### src/rtl/boreal_duty_ramp.sv
// boreal_duty_ramp: clamps handshaked duty commands and slews the PWM duty once per frame.
// Optional command watchdog is built in when BOREAL_CMD_WATCHDOG_EN is defined.
module boreal_duty_ramp #(
  parameter int PERIOD   = 4096,
  parameter int STEP_MAX = 16,
  parameter int DUTY_MIN = 0,
  parameter int DUTY_MAX = 4095,
  parameter int WDOG_FRM = 256
) (
  input  logic        clk,
  input  logic        rst,
  input  logic        enable,
  input  logic        cmd_valid,
  input  logic [11:0] cmd_target,
  output logic        cmd_ready,
  output logic [11:0] duty_cycle,
  output logic        frame_strobe,
  output logic        at_target,
  output logic        fault
);

  localparam int          CW     = $clog2(PERIOD);
  localparam logic [CW-1:0] LAST = CW'(PERIOD - 1);
  localparam logic [11:0] DMIN   = 12'(DUTY_MIN);
  localparam logic [11:0] DMAX   = 12'(DUTY_MAX);
  localparam logic [11:0] STEP12 = 12'(STEP_MAX);
  localparam logic [12:0] STEP13 = 13'(STEP_MAX);

  typedef enum logic [1:0] {
    HOLD = 2'd0,
    RAMP = 2'd1,
    SAFE = 2'd2
  } state_t;

  function automatic logic [11:0] clamp_duty(input logic [11:0] v);
    if (v < DMIN) begin
      return DMIN;
    end else if (v > DMAX) begin
      return DMAX;
    end else begin
      return v;
    end
  endfunction

  logic [CW-1:0]       cnt_r;
  logic [11:0]         pend_r;
  logic [11:0]         active_r;
  state_t              state_r;
  logic                xfer_s;
  logic                trip_s;
  logic                lands_s;
  logic [11:0]         clamp_s;
  logic [11:0]         next_active_s;
  logic [11:0]         eff_s;
  logic signed [12:0]  diff_s;
  logic [12:0]         mag_s;
  logic [11:0]         duty_next_s;

  // Frame counter; the strobe is high for the last count so the duty edge lands on the wrap.
  always_ff @(posedge clk or posedge rst) begin
    if (rst) begin
      cnt_r        <= '0;
      frame_strobe <= 1'b0;
    end else begin
      cnt_r        <= (cnt_r == LAST) ? '0 : cnt_r + CW'(1);
      frame_strobe <= (cnt_r == LAST - CW'(1));
    end
  end

  // Next active target, effective target and one slew step toward it.
  always_comb begin
    xfer_s        = cmd_valid & cmd_ready;
    clamp_s       = clamp_duty(cmd_target);
    next_active_s = active_r;
    eff_s         = 12'd0;
    diff_s        = 13'sd0;
    mag_s         = 13'd0;
    duty_next_s   = duty_cycle;
    lands_s       = 1'b0;
    // A command arriving on the frame edge bypasses the slot; otherwise the slot drains.
    if (xfer_s) begin
      next_active_s = clamp_s;
    end else if (!cmd_ready) begin
      next_active_s = pend_r;
    end else begin
      next_active_s = active_r;
    end
    if (enable && !(state_r == SAFE && !xfer_s)) begin
      eff_s = next_active_s;
    end else begin
      eff_s = 12'd0;
    end
    diff_s = $signed({1'b0, eff_s}) - $signed({1'b0, duty_cycle});
    if (diff_s[12]) begin
      mag_s = 13'(-diff_s);
    end else begin
      mag_s = 13'(diff_s);
    end
    if (mag_s <= STEP13) begin
      duty_next_s = eff_s;
    end else if (diff_s[12]) begin
      duty_next_s = duty_cycle - STEP12;
    end else begin
      duty_next_s = duty_cycle + STEP12;
    end
    lands_s = (duty_next_s == eff_s);
  end

`ifdef BOREAL_CMD_WATCHDOG_EN
  localparam int WW = $clog2(WDOG_FRM + 1);
  logic [WW-1:0] wd_r;

  // Frames elapsed since the last accepted command, saturating at the trip count.
  always_ff @(posedge clk or posedge rst) begin
    if (rst) begin
      wd_r <= '0;
    end else if (xfer_s) begin
      wd_r <= '0;
    end else if (frame_strobe && (wd_r != WW'(WDOG_FRM))) begin
      wd_r <= wd_r + WW'(1);
    end else begin
      wd_r <= wd_r;
    end
  end

  assign trip_s = frame_strobe & ~xfer_s & (state_r != SAFE) & (wd_r == WW'(WDOG_FRM - 1));
`else
  assign trip_s = 1'b0;
`endif

  // Command slot, active target, duty slew and HOLD/RAMP/SAFE state.
  always_ff @(posedge clk or posedge rst) begin
    if (rst) begin
      pend_r     <= 12'd0;
      active_r   <= 12'd0;
      cmd_ready  <= 1'b1;
      duty_cycle <= 12'd0;
      state_r    <= HOLD;
      at_target  <= 1'b1;
      fault      <= 1'b0;
    end else if (frame_strobe) begin
      active_r   <= next_active_s;
      cmd_ready  <= 1'b1;
      duty_cycle <= duty_next_s;
      if (trip_s) begin
        state_r   <= SAFE;
        at_target <= 1'b0;
        fault     <= 1'b1;
      end else if (state_r == SAFE && !xfer_s) begin
        state_r   <= SAFE;
        at_target <= 1'b0;
      end else begin
        state_r   <= lands_s ? HOLD : RAMP;
        at_target <= lands_s;
        fault     <= 1'b0;
      end
    end else if (xfer_s) begin
      pend_r    <= clamp_s;
      cmd_ready <= 1'b0;
      if (state_r == SAFE) begin
        state_r   <= RAMP;
        at_target <= 1'b0;
        fault     <= 1'b0;
      end
    end
  end

endmodule

### config.mk
export PLATFORM = sky130hd
export DESIGN_NAME = boreal_duty_ramp
export DESIGN_NICKNAME = d
export VERILOG_FILES = /design/src/rtl/boreal_duty_ramp.sv
export SDC_FILE = /design/constraint.sdc
export NUM_CORES = 1
export LEC_CHECK = 0
export ABC_CLOCK_PERIOD_IN_PS = 5160
export CORE_MARGIN = 4
export CORE_UTILIZATION = 45
export DETAILED_ROUTE_END_ITERATION = 6
export PLACE_DENSITY = 0.73
export SLEW_MARGIN = 10
export SYNTH_ARGS = -nofsm -noshare
export SYNTH_HDL_FRONTEND = slang
export SYNTH_SLANG_ARGS = --single-unit
export TNS_END_PERCENT = 100
### constraint.sdc
create_clock -name clk -period 5.16 [get_ports clk]
set_input_delay 1.548 -clock clk [delete_from_list [all_inputs] [get_ports clk]]
set_output_delay 1.548 -clock clk [all_outputs]
set_load 0.1 [all_outputs]
==> results of run 1 <==
[sequential cells by signal (all words and copies together) (netlist names)]
signal,cells
active_r,12
cnt_r,12
duty_cycle,12
pend_r,12
state_r,2
at_target,1
cmd_ready,1
frame_strobe,1
[routing by layer]
| metal | vias up | wire length, µm | GRT usage [%] |
|---|---|---|---|
| met2 | 89 | 5736 | 37.03 |
| met3 | 28 | 454 | 3.003 |
| met5 | - | 0 | 0 |
| li1 | 1862 | - | - |
| met4 | 0 | 392 | 8.476 |
| met1 | 1832 | 4664 | 26.54 |
[how the worst max path moves through the flow]
stage | cells after the start | end | slack (ns) | start
2_1_floorplan | 25 | duty_cycle[11] | -0.46 | cmd_valid
3_3_place_gp | 26 | at_target | -0.72 | cmd_valid
3_5_place_dp | 26 | state_r[0] | -0.87 | cmd_valid
4_1_cts | 26 | at_target | -0.09 | cmd_valid
5_1_grt | 26 | at_target | -0.36 | cmd_valid
6_report | 25 | duty_cycle[11] | -0.25 | cmd_valid
[layout make-up]
| cell class | instances | area [µm²] |
|---|---|---|
| Multi-Input combinational cell | 342 | 2789 |
| Clock inverter | 2 | 13.76 |
| Timing Repair Buffer | 141 | 1201 |
| Clock buffer | 6 | 72.57 |
| Tap cell | 108 | 135.1 |
| Inverter | 27 | 101.3 |
| Fill cell | 665 | 3037 |
| Sequential cell | 53 | 1329 |
[stage by stage]
step	util, %	TNS, ns	cells	power, mW	hold slack (ns)
after floorplan	-	-1.667	442	0.5691	0.4375
after global placement	58.56	-7.967	648	0.6501	0.4532
after detailed placement	58.56	-9.458	648	0.6581	0.4571
after CTS	61.22	-0.2036	668	0.9057	0.4746
after global routing	65.01	-2.544	679	0.9699	0.4788
final	65.01	-0.7250	679	0.9216	0.4720
[power breakdown]
group,leakage [nW],switching [mW],internal [mW]
clock,0.0456,0.140,0.0971
combinational,1.83,0.123,0.127
sequential,0.637,0.00839,0.426
total,2.51,0.271,0.650
[cell usage in the layout (no fill, tap or decap), types with 9 or more instances in the layout]
cell / instances
nand2_1: 20
mux2_2: 12
nor2_1: 44
buf_4: 101
inv_1: 20
nand3_1: 16
xnor2_1: 18
o22ai_1: 12
dfrtp_1: 51
mux2i_1: 12
a21oi_1: 25
ha_1: 16
xor2_1: 9
clkdlybuf4s50_1: 23
[logic make-up after synthesis]
| kind of cell | synth area share, % |
|---|---|
| AO/OA/AOI/OAI | 20.03 |
| XOR/XNOR | 7.441 |
| adder cells (fa/ha/maj) | 6.970 |
| buffers and inverters | 5.086 |
| flip-flops | 33.34 |
| multiplexers | 7.912 |
| other | 0.09410 |
| AND/OR/NAND/NOR | 19.12 |
[repair_timing]
item	CTS	global route
gates resized for setup	25	41
endpoints found under the setup margin	14	14
gates cloned	0	1
buffers inserted	12	10
pin swaps	31	49
==> metrics.md, run 1 <==
| Metric | Value |
|---|---|
| Post-DP HPWL | `8.122 mm` |
| Nets@finish | `607` |
| R2R Path Start | `cmd_ready` |
| Final WL | `11.25 mm` |
| WL/cell | `16.56 µm` |
| Syn avg cell area | `9.016 µm²` |
| Final setup violation count | `6` |
| Async set-reset flop share out of synthesis | `100.0%` |
| Placer congestion estimate | `0.8873` |
| Post-Syn Instances | `442` |
| Post-synth cell types | `71` |
| Top post-synthesis cells by area | `dfrtp_1 (32%), ha_1 (6.0%), xnor2_1 (4.8%)` |
| DP Worst Slack | `-0.8695 ns` |
| CP Max Fanout | `5` |
| DP Area | `5082 µm²` |
| H-tree depth | `2` |
| Vias in the first global route | `3777` |
| Pwr dens | `163.3 nW/µm²` |
| Initial core utilization | `45.92%` |
| Final WS setup | `-0.2525 ns` |
| # IOs | `32` |
| Die width | `102.1 µm` |
| Final Cell Area | `5642 µm²` |
| # diodes | `0` |
| Leading cell type by number of instances after synthesis | `dfrtp_1` |
| Lkg Pwr | `2.515 nW` |
| Hold EP | `cnt_r[6]` |
| RSZ-0062 raised after global routing | `yes` |
| Core Rows | `34` |
| Nature of the critical path endpoint | `register` |
| Layout cells sized above 1 | `36.08%` |
| Final setup skew | `0.008405 ns` |
| Slowest-stage cell, CP | `fa_2` |
| Total grt overflow | `0` |
| Synth Warn # | `0` |
| CORE AREA | `8678 µm²` |
| Top post-synthesis cells by count | `dfrtp_1 (51), nor2_1 (45), a21oi_1 (33), inv_1 (24), nand2_1 (24)` |
| Prevailing post-synth register cell | `dfrtp_1` |
| Crit path largest cell delay | `0.37 ns` |
| Min-Delay Startpoint | `cnt_r[6]` |
| First-pass GRT wire length | `17.80 mm` |
| Post-synth top area cell | `dfrtp_1` |
| Skew-Pair Late Insertion Delay | `0.31 ns` |
| Residual DRC count | `0` |
| Fin crit share | `104.9%` |
| Post-synth EDFFs | `0` |
| Max VDD drop | `0.1983 mV` |
| Worst path arrival time | `5.67 ns` |
| Die Span Y | `102.1 µm` |
| Layout area overhead | `41.57%` |
| Worst-Margin Slew | `0.9760 ns` |
| Initial DRC count | `163` |
| Pre-antenna DRT Iters | `4` |
| Hold_buf cts | `0` |
| Crit-path leading delay family | `compound AO/OA/AOI/OAI gates` |
| Status | `finished with violations` |
| Worst path bufs/invs | `5` |
| Tightest Hold Check Type | `reg2reg` |
| Reg2reg setup slack | `0.53 ns` |
| CTS sink count | `53` |
| Vias | `3811` |
| Total track usage | `21.27%` |
| Netlist Area Pre-Place | `3985 µm²` |
| Hold Path Stages | `1` |
| Slew headroom | `34.73%` |
| CTS Buffer Depth | `2` |
| RR Endpoint | `duty_cycle[11]` |
| Highest Clock Rate | `184.8 MHz` |
| Failing checks | `setup timing` |
| Routed Antenna Nets | `0` |
| Clock Tree Root | `clkbuf_8` |
| Reg2Reg Depth | `24` |
| Final count of hold timing violations | `0` |
| Pins Over Slew Limit | `0` |
| WP data required | `5.41 ns` |
| # port buffers | `30` |
| Post-synthesis sequential area ratio | `33.34%` |
| Max_cap viols | `0` |
| Antenna violations before repair | `0` |
| Clock transition at path regs | `0.10 ns` |
| Synth top area share | `32.03%` |
| CTS tree | `yes` |
| Syn Nets | `479` |
| Register bit total from synthesis | `53` |
| Startpoint Class | `input port` |
| WS Path Type | `in2reg` |
| Via density | `5.613` |
| Num CTS Buffers | `5` |
| Die area | `10430 µm²` |
| Final min period | `5.412 ns` |
| Largest net degree at the start of global routing | `40` |
Power figures use the tool's default switching activity.
==> run 2: changes to the inputs <==
- SLEW_MARGIN: 10 -> unset
==> results of run 2 <==
The final DEF is identical to that of run 1; final timing and power are the same.
==> run 3: changes to the inputs <==
- GPL_TIMING_DRIVEN: unset -> 0
==> metrics.md, run 3 (synthesis results as in run 1) <==
| Metric | Value |
|---|---|
| Number of placed instances, taps included | `580` |
| Max VDD drop | `0.2176 mV` |
| # IOs | `32` |
| Initial core utilization | `45.92%` |
| # diodes | `0` |
| Final WS setup | `-0.1655 ns` |
| WL/cell | `17.25 µm` |
| Tightest Hold Check Type | `reg2reg` |
| Hold Path Stages | `1` |
| Skew-Pair Late Insertion Delay | `0.31 ns` |
| Die width | `102.1 µm` |
| Layout cells sized above 1 | `30.81%` |
| H-tree depth | `2` |
| Nature of the critical path endpoint | `register` |
| Setup TNS | `-0.4644 ns` |
| Die Span Y | `102.1 µm` |
| Max_cap viols | `0` |
| CP Max Fanout | `6` |
| Clock Tree Root | `clkbuf_8` |
| Vias in the first global route | `3684` |
| First-pass GRT wire length | `17.64 mm` |
| RSZ-0062 raised after global routing | `yes` |
| # port buffers | `29` |
| Initial DRC count | `217` |
| Nets@finish | `565` |
| Post-DP HPWL | `7.422 mm` |
| Final setup skew | `0.004615 ns` |
| Num CTS Buffers | `5` |
| Hold_buf cts | `0` |
| Total power | `956.8 µW` |
| Final WL | `10.99 mm` |
| Highest Clock Rate | `187.8 MHz` |
| Routed Antenna Nets | `0` |
| Min-Delay Startpoint | `cnt_r[8]` |
| CTS sink count | `53` |
| Reg2reg setup slack | `0.18 ns` |
| Hold EP | `cnt_r[8]` |
| CORE AREA | `8678 µm²` |
| WS Path Type | `in2reg` |
| Clock transition at path regs | `0.10 ns` |
| Pwr dens | `176.3 nW/µm²` |
| Non-Filler Instances | `637` |
| Register Area | `1329 µm²` |
| Pins Over Slew Limit | `0` |
| Status | `finished with violations` |
| Antenna violations before repair | `0` |
| CTS Buffer Depth | `2` |
| Final count of hold timing violations | `0` |
| WP data required | `5.41 ns` |
| Total track usage | `21.11%` |
| Failing checks | `setup timing` |
| Layout area overhead | `36.17%` |
| Final Hold Slack | `0.4844 ns` |
| RR Endpoint | `duty_cycle[11]` |
| Commonest non-fill, non-tap cell in the layout | `dfrtp_1` |
| Pre-antenna DRT Iters | `5` |
| Die area | `10430 µm²` |
| CTS tree | `yes` |
| Multi-input gate area | `2875 µm²` |
| Reg2Reg Depth | `25` |
| Final setup violation count | `7` |
| Residual DRC count | `0` |
| Vias | `3713` |
| Via density | `5.829` |
| Largest net degree at the start of global routing | `43` |
| Commonest non-fill, non-tap cells in the layout | `dfrtp_1 (51), buf_4 (48), nor2_1 (43)` |
| Slew headroom | `34.24%` |
| Lkg Pwr | `2.290 nW` |
| R2R Path Start | `cmd_ready` |
| Worst-Margin Slew | `0.9833 ns` |
| Total grt overflow | `0` |
| Placer congestion estimate | `0.8635` |
| # fillers | `710` |
| Core Rows | `34` |
| Startpoint Class | `input port` |
| Final min period | `5.326 ns` |
| Worst path arrival time | `5.58 ns` |
| Fin crit share | `103.2%` |
## run 3: cell count changes in the layout (fill, tap and decap cells not counted), sizes merged
cell and delta:
buf -53, bufinv +1, clkbuf +11, clkdlybuf4s15 -1, clkdlybuf4s50 +1, clkinv +1, dlymetal6s2s -1, inv -1
## run 3: worst max-delay path by stage
| stage | from | end | slack, ns |
|---|---|---|---|
| 4_1_cts | cmd_valid | state_r[0] | -0.15 |
| 2_1_floorplan | cmd_valid | duty_cycle[11] | -0.46 |
| 3_5_place_dp | enable | state_r[0] | -1.58 |
| 5_1_grt | cmd_valid | duty_cycle[11] | -0.33 |
| 3_3_place_gp | enable | state_r[0] | -1.50 |
| 6_report | cmd_valid | duty_cycle[11] | -0.17 |
## run 3: repair_timing
action / in CTS / in global routing
gates resized for setup: 52 / 38
pin swaps: 31 / 26
cloned: 0 / 1
endpoints found under the setup margin: 14 / 14
setup buffers: 34 / 15
## run 3: metrics by stage
stage                     utilization, %  cell area [µm²]  worst slack [ns]
after floorplan                        -             4103           -0.4595
after global placement             52.18             4528            -1.499
after detailed placement           52.41             4548            -1.583
after CTS                          59.03             5122           -0.1490
after global routing               62.53             5426           -0.3312
final                              62.53             5426           -0.1655
## run 3: cell type report
type	count	share of cell area [%]
inverters	27	1.960
repair buffers	80	13.14
plain buffers	19	2.859
well taps	108	2.490
clock buffers	5	1.268
multi-input cells	342	52.99
flip-flops and latches	53	24.49
clock inverters	3	0.8070
## run 3: power breakdown
group          internal (mW)  switching (mW)
Combinational          0.109           0.122
Clock                  0.146           0.145
Sequential             0.426         0.00832
## run 3: critical path, cell delays in order
cell      delay [ns]
buf_12          0.10
nand2_8         0.05
nand2_4         0.08
nand2_4         0.06
buf_8           0.14
buf_6           0.14
a211oi_4        0.35
ha_4            0.26
clkbuf_8        0.13
a21o_1          0.18
a21oi_2         0.17
o21bai_1        0.08
a221o_2         0.43
clkinv_4        0.10
ha_4            0.19
a21o_1          0.16
a21oi_2         0.14
o21bai_1        0.10
a21oi_2         0.16
o21bai_1        0.11
a21oi_2         0.19
xnor2_2         0.12
or3_1           0.32
a22oi_1         0.14
nand3b_1        0.12
## run 3: per-layer routing
metal  vias up  wire length [µm]  global-route usage (%)
met2        93              5707                   37.03
li1       1777                 -                       -
met1      1830              4692                   27.84
met5         -                 0                       0
met3        13               437                   1.980
met4         0               150                   5.853
